<file path="config.mk">
export PLATFORM = sky130hd
export DESIGN_NAME = note_player
export DESIGN_NICKNAME = d
export VERILOG_FILES = /design/src/rtl/note_player.sv
export SDC_FILE = /design/constraint.sdc
export NUM_CORES = 1
export LEC_CHECK = 0
export CORE_MARGIN = 10
export CORE_UTILIZATION = 50
export CTS_CLUSTER_SIZE = 8
export DETAILED_ROUTE_END_ITERATION = 16
export PLACE_DENSITY = 0.71
export SLEW_MARGIN = 20
export SYNTH_ARGS = -nofsm -noshare
export SYNTH_HDL_FRONTEND = slang
export SYNTH_SLANG_ARGS = --single-unit
</file>
<file path="constraint.sdc">
create_clock -name clk -period 12.1 [get_ports clk]
set_input_delay 2.42 -clock clk [delete_from_list [all_inputs] [get_ports clk]]
set_output_delay 2.42 -clock clk [all_outputs]
set_load 0.01 [all_outputs]
</file>
<file path="src/rtl/note_player.sv">
// Square-wave note player: plays a note for a number of beats, emits 16-bit samples.
// Latency: new_note -> busy 1 cycle; last counted beat -> note_done 2 cycles; sample_tick -> sample_valid 1 cycle.
// Backpressure: none; strobes are consumed when they arrive, play=0 pauses beat counting and phase.
//
// Ports:
//   clk, reset (sync, active-low)     - clock and reset
//   play                              - 1 = run, 0 = pause (beats ignored, output muted)
//   new_note, note, duration          - strobe that loads a note index (0 = rest) and its length in beats
//   beat, sample_tick                 - beat tick and 48 kHz sample request strobes
//   note_done                         - one-cycle pulse when the current note has finished
//   sample_out, sample_valid          - signed sample and its one-cycle update pulse
//   busy                              - high while a note is playing or finishing
module note_player #(
    parameter int PHASE_BITS = 20,
    parameter int AMPL       = 8192
) (
    input  logic               clk,
    input  logic               reset,
    input  logic               play,
    input  logic               new_note,
    input  logic [5:0]         note,
    input  logic [5:0]         duration,
    input  logic               beat,
    input  logic               sample_tick,
    output logic               note_done,
    output logic signed [15:0] sample_out,
    output logic               sample_valid,
    output logic               busy
);

    typedef enum logic [1:0] {
        S_IDLE,
        S_PLAY,
        S_FINISH
    } state_t;

    localparam logic signed [15:0] C_POS = 16'(AMPL);
    localparam logic signed [15:0] C_NEG = -C_POS;

    // Phase increment for note n: 440 Hz at n=49, equal temperament, 48 kHz sample rate.
    // Only ever evaluated at elaboration to fill the constant table below.
    function automatic logic [PHASE_BITS-1:0] step_calc(input int n);
        real r;
        if (n == 0) begin
            step_calc = '0;
        end else begin
            r = (2.0 ** PHASE_BITS) * 440.0 * (2.0 ** (real'(n - 49) / 12.0)) / 48000.0;
            step_calc = PHASE_BITS'($rtoi(r + 0.5));
        end
    endfunction

    logic [PHASE_BITS-1:0] w_step [64];

    for (genvar g = 0; g < 64; g++) begin : g_step
        localparam logic [PHASE_BITS-1:0] C_STEP = step_calc(g);
        assign w_step[g] = C_STEP;
    end

    state_t                r_state;
    logic [5:0]            r_note;
    logic [5:0]            r_cnt;     // beats still to be counted; loaded with the note's duration
    logic [PHASE_BITS-1:0] r_phase;
    logic                  r_done;
    logic signed [15:0]    r_sample;
    logic                  r_valid;
    logic                  r_busy;

    logic signed [15:0]    w_sample_nxt;

    // Sample value from the pre-update phase of the current cycle.
    always_comb begin
        w_sample_nxt = '0;
        if (r_state == S_PLAY && play && r_note != 6'd0) begin
            w_sample_nxt = r_phase[PHASE_BITS-1] ? C_NEG : C_POS;
        end
    end

    always_ff @(posedge clk) begin
        if (!reset) begin
            r_state  <= S_IDLE;
            r_note   <= '0;
            r_cnt    <= '0;
            r_phase  <= '0;
            r_done   <= 1'b0;
            r_sample <= '0;
            r_valid  <= 1'b0;
            r_busy   <= 1'b0;
        end else begin
            r_valid <= sample_tick;
            if (sample_tick) begin
                r_sample <= w_sample_nxt;
            end
            r_done <= 1'b0;

            case (r_state)
                S_IDLE: begin
                    if (new_note) begin
                        r_note  <= note;
                        r_cnt   <= duration;
                        r_phase <= '0;
                        r_state <= S_PLAY;
                        r_busy  <= 1'b1;
                    end
                end
                S_PLAY: begin
                    if (new_note) begin
                        // Abort and restart: no note_done for the replaced note.
                        r_note  <= note;
                        r_cnt   <= duration;
                        r_phase <= '0;
                    end else begin
                        if (sample_tick && play) begin
                            r_phase <= r_phase + w_step[r_note];
                        end
                        // A zero count means the last beat was taken on an earlier edge (or the
                        // duration was 0), which gives the two-cycle beat-to-done latency.
                        if (r_cnt == 6'd0) begin
                            r_state <= S_FINISH;
                            r_done  <= 1'b1;
                        end else if (beat && play) begin
                            r_cnt <= r_cnt - 6'd1;
                        end
                    end
                end
                S_FINISH: begin
                    if (new_note) begin
                        r_note  <= note;
                        r_cnt   <= duration;
                        r_phase <= '0;
                        r_state <= S_PLAY;
                    end else begin
                        r_state <= S_IDLE;
                        r_busy  <= 1'b0;
                    end
                end
                default: begin
                    r_state <= S_IDLE;
                    r_busy  <= 1'b0;
                end
            endcase
        end
    end

    assign note_done    = r_done;
    assign sample_out   = r_sample;
    assign sample_valid = r_valid;
    assign busy         = r_busy;

endmodule

</file>
==> impl_summary.txt <==
----------------------------------------------------
[STA]
  Final TNS setup ... 0 ns
  Setup repair after global routing missed its margin ... no
  Setup violation total in the final timing report ... 0
  Max Fclk ... around 210 MHz
  Slew at the pin closest to its max-slew limit ... between 0.6 and 0.7 ns
  Setup clock skew after layout ... 0.004474 ns
  Hold slack ... 0.4767 ns
  Count of final max-slew check failures ... 0
  Crit path setup slack, layout ... roughly 7.4 ns
  Final period demand of the worst path ... around 4.7 ns
  Final worst-path cycle share ... 0.3902
  Hold Fails Final Rpt ... 0
  Relative slew slack ... 0.5303

[Die]
  Chip width ... between 100 and 150 um
  Number of primary I/O pins ... 37
  Row cnt ... 32
  DIE AREA ... 11930 um^2
  Starting utilization of the core area ... 0.5151
  Std-Cell Core Area ... roughly 7700 um^2
  Vertical die dimension ... about 110 um

[Power]
  Static leakage ... 1.623 nW
  Peak supply drop ... around 0.00007 V
  Portion of total power attributed to sequential cells ... 0.378
  Gate power share ... 0.323
  Fraction of power consumed by the clock network ... 0.299
  P_sw ... 0.1241 mW
  Internal ... roughly 0.25 mW
  Switching Fraction ... 0.3340
  Total Power Consumption ... between 0.3 and 0.4 mW
  Cell area power density ... around 87 nW/um^2

[Setup path]
  Kind of critical path ... reg -> reg
  Endpoint required time on the critical path ... 12.32 ns
  Critical path fanouts, max ... 21
  Arrival time worst endpoint ... between 4 and 5 ns
  Element type at the critical path end ... register
  Worst Setup Start Kind ... register

[Yosys]
  Mean area per synthesized cell ... just over 7 um^2
  EDFF count, synth ... 0
  Most instantiated flip-flop cell in the synthesis netlist ... dfxtp_1
  Synth cell types ... between 60 and 70
  Flip-flop and latch count after synthesis ... 39
  Number of standard cells after synthesis ... ~560
  Proportion of synthesized flip-flops having asynchronous set or reset ... 0
  Total standard cell area after synthesis ... ~4000 um^2
  Synth warnings ... 0
  Share of synthesized area occupied by flip-flops and latches ... 0.1962

[Worst hold path]
  Hold Crit Class ... reg -> reg

[Drt]
  Mean routed wirelength per cell ... ~15 um
  Number of design rule violations left after detail routing ... 0
  Initial detailed-routing violation count ... 311
  Detailed-routing iteration count for the pre-antenna-repair pass ... 5
  Drt total wl ... around 10 mm
  Drt via density ... 5.858
  Final ANT Viol Nets ... 0
  Via count ... about 3800

[GRT]
  GR Layer Usage met2 ... 0.2721
  Total congestion overflow ... 0
  Largest net degree at the start of global routing ... 64
  GR met1 Demand/Resource ... 0.2132
  Vias in the first global route ... roughly 3500
  Initial antenna violation count ... 0
  GR Util All Layers ... 0.1636
  Met3 demand-to-capacity share in global routing ... 0.02596
  Routing layer with the top usage in global route ... met2
  Global-route wire length before repair ... roughly 16 mm

[Cells and area]
  Share of the core filled with cells ... 0.5526
  Layout Cells excl Fill ... 655
  Number of antenna cells inserted ... 0
  Growth of design area from synthesis to finish ... 7.293%
  Net count of the finished layout ... ~600
  Final design instance area without fill ... between 4000 and 5000 um^2
  Share of cells above drive strength 1 ... 0.05787

[Clocking]
  Sinks on the clock net ... 39
  Clk Latency, worst-skew pair ... about 0.29 ns
  Num CTS Buffers ... 5
  CTS tree ... built
  Clock-pin slew on the worst setup and hold paths ... approximately 0.080 ns
  Cells resized by post-CTS repair ... 0
  Post-CTS setup repair buffer count ... 0
  Clk root buf ... clkbuf_8
  Maximum number of buffers from clock root to sink ... 2
  Cts-stage hold buffer count ... 0
  Clock H-tree levels ... 2

[Placed design]
  DP HPWL ... ~7.2 mm
  Post-detailed-placement cell area ... 4153 um^2
  Port Buffer Count ... 23
  GP Congestion ... ~0.92
  Setup slack after placement ... around 7.4 ns
  Number of cells after detailed placement ... about 650

[Flow run]
  Maximum Capacitance Violations ... 0

[Status]
  Status ... complete, no violations

----------------------------------------------------
[layout by cell type (no fill, tap or decap), types with 5 or more instances in the layout]
cell             netlist  layout
nand3_1               17      17
xnor2_1                6       6
mux2i_1                9       9
dfxtp_1               39      37
nor2b_1               21      21
a21boi_0              10      10
ha_1                  27      27
a21oi_1               63      63
a31oi_1                6       6
nor2_1                46      46
clkbuf_8               0       6
a311oi_1               5       5
nor3_1                11      11
o31ai_1                5       5
buf_4                 14       6
nor3b_1                5       5
o211ai_1               6       6
a21o_1                 5       5
a211oi_1              14      14
and2_1                 5       5
conb_1                 1      13
and3_1                 7       7
o21ai_0               41      41
a22oi_1                9       9
nand2_1               62      62
clkdlybuf4s50_1        0      23
inv_1                 19      19
nand2b_1              11      11
[worst max-delay path: stages (launching register included)]
cell and delay, ns:
dfxtp_1 0.75, inv_1 0.24, ha_1 0.49, nor2b_1 0.22
a211oi_1 0.29, a21oi_1 0.07, nand2_1 0.09, nand2_1 0.05
a221oi_1 0.27, ha_1 0.22, inv_1 0.05, fa_1 0.39
nand3b_1 0.20, a21boi_0 0.31, a21oi_1 0.24, o21ai_0 0.36
a41o_1 0.24, mux2i_1 0.17
[area by class of cell]
class	instances	area, um^2
Sequential cell	39	783.3
Inverter	19	71.32
Fill cell	756	3457
Multi-Input combinational cell	458	2895
Timing Repair Buffer	29	275.3
Clock inverter	2	35.03
Tap cell	102	127.6
Clock buffer	6	82.58
[cell usage after synthesis, types with 5 or more instances]
master    instances  area [um^2]
o211ai_1          6        45.04
o21ai_0          41        205.2
buf_2             9        45.04
mux2i_1           9        90.09
a21o_1            5        37.54
and2_1            5        31.28
nand2b_1         11        68.82
inv_1            19        71.32
a31oi_1           6        37.54
clkbuf_1         22        82.58
a21boi_0         10        75.07
nor3_1           11        55.05
nand2_1          62        232.7
nand3_1          17        85.08
buf_4            14        105.1
nor3b_1           5        37.54
ha_1             27        337.8
a21oi_1          63        315.3
o31ai_1           5        37.54
nor2_1           46        172.7
and3_1            7        43.79
buf_1             6        22.52
a311oi_1          5        43.79
a211oi_1         14        105.1
a22oi_1           9        67.56
xnor2_1           6        52.55
dfxtp_1          39        780.8
nor2b_1          21        131.4
[power by group through the flow]
stage / clock [mW] / sequential (mW) / combinational [mW]
after floorplan: 0 / 0.141 / 0.0940
after global placement: 0 / 0.143 / 0.116
after detailed placement: 0 / 0.143 / 0.117
after CTS: 0.114 / 0.140 / 0.118
after global routing: 0.119 / 0.141 / 0.134
final: 0.111 / 0.140 / 0.120
[registers in the layout (all words and copies together) (netlist names)]
name	cells
r_note	6
r_phase	20
note_done	1
r_state	2
sample_valid	1
r_cnt	6
sample_out	2
busy	1
[final timing paths]
check,slack (ns),startpoint,end,depth (start not counted)
max reg2reg,7.38,r_note[0],r_phase[16],17
min,0.48,r_phase[19],r_phase[19],2
min reg2reg,0.48,r_phase[19],r_phase[19],2
max,7.38,r_note[0],r_phase[16],17
[cell families (layout without fill, tap and decap cells)]
family	count (synthesis)	after routing	share of synthesized area
fa+ha+maj	29	29	0.09242
xor+xnor	9	9	0.01981
flops	39	39	0.1962
compound gates	196	196	0.3210
buf+inv	72	56	0.08771
simple gates	200	200	0.2480
mux	11	11	0.03395
other cells	1	13	0.0009422
[per-layer routing]
| metal | share of wire | vias to the layer above |
|---|---|---|
| met4 | 0.0075 | 0 |
| met2 | 0.47 | 100 |
| met1 | 0.47 | 1759 |
| li1 | - | 1971 |
| met5 | 0 | - |
| met3 | 0.054 | 7 |
Power figures use the tool's default switching activity.
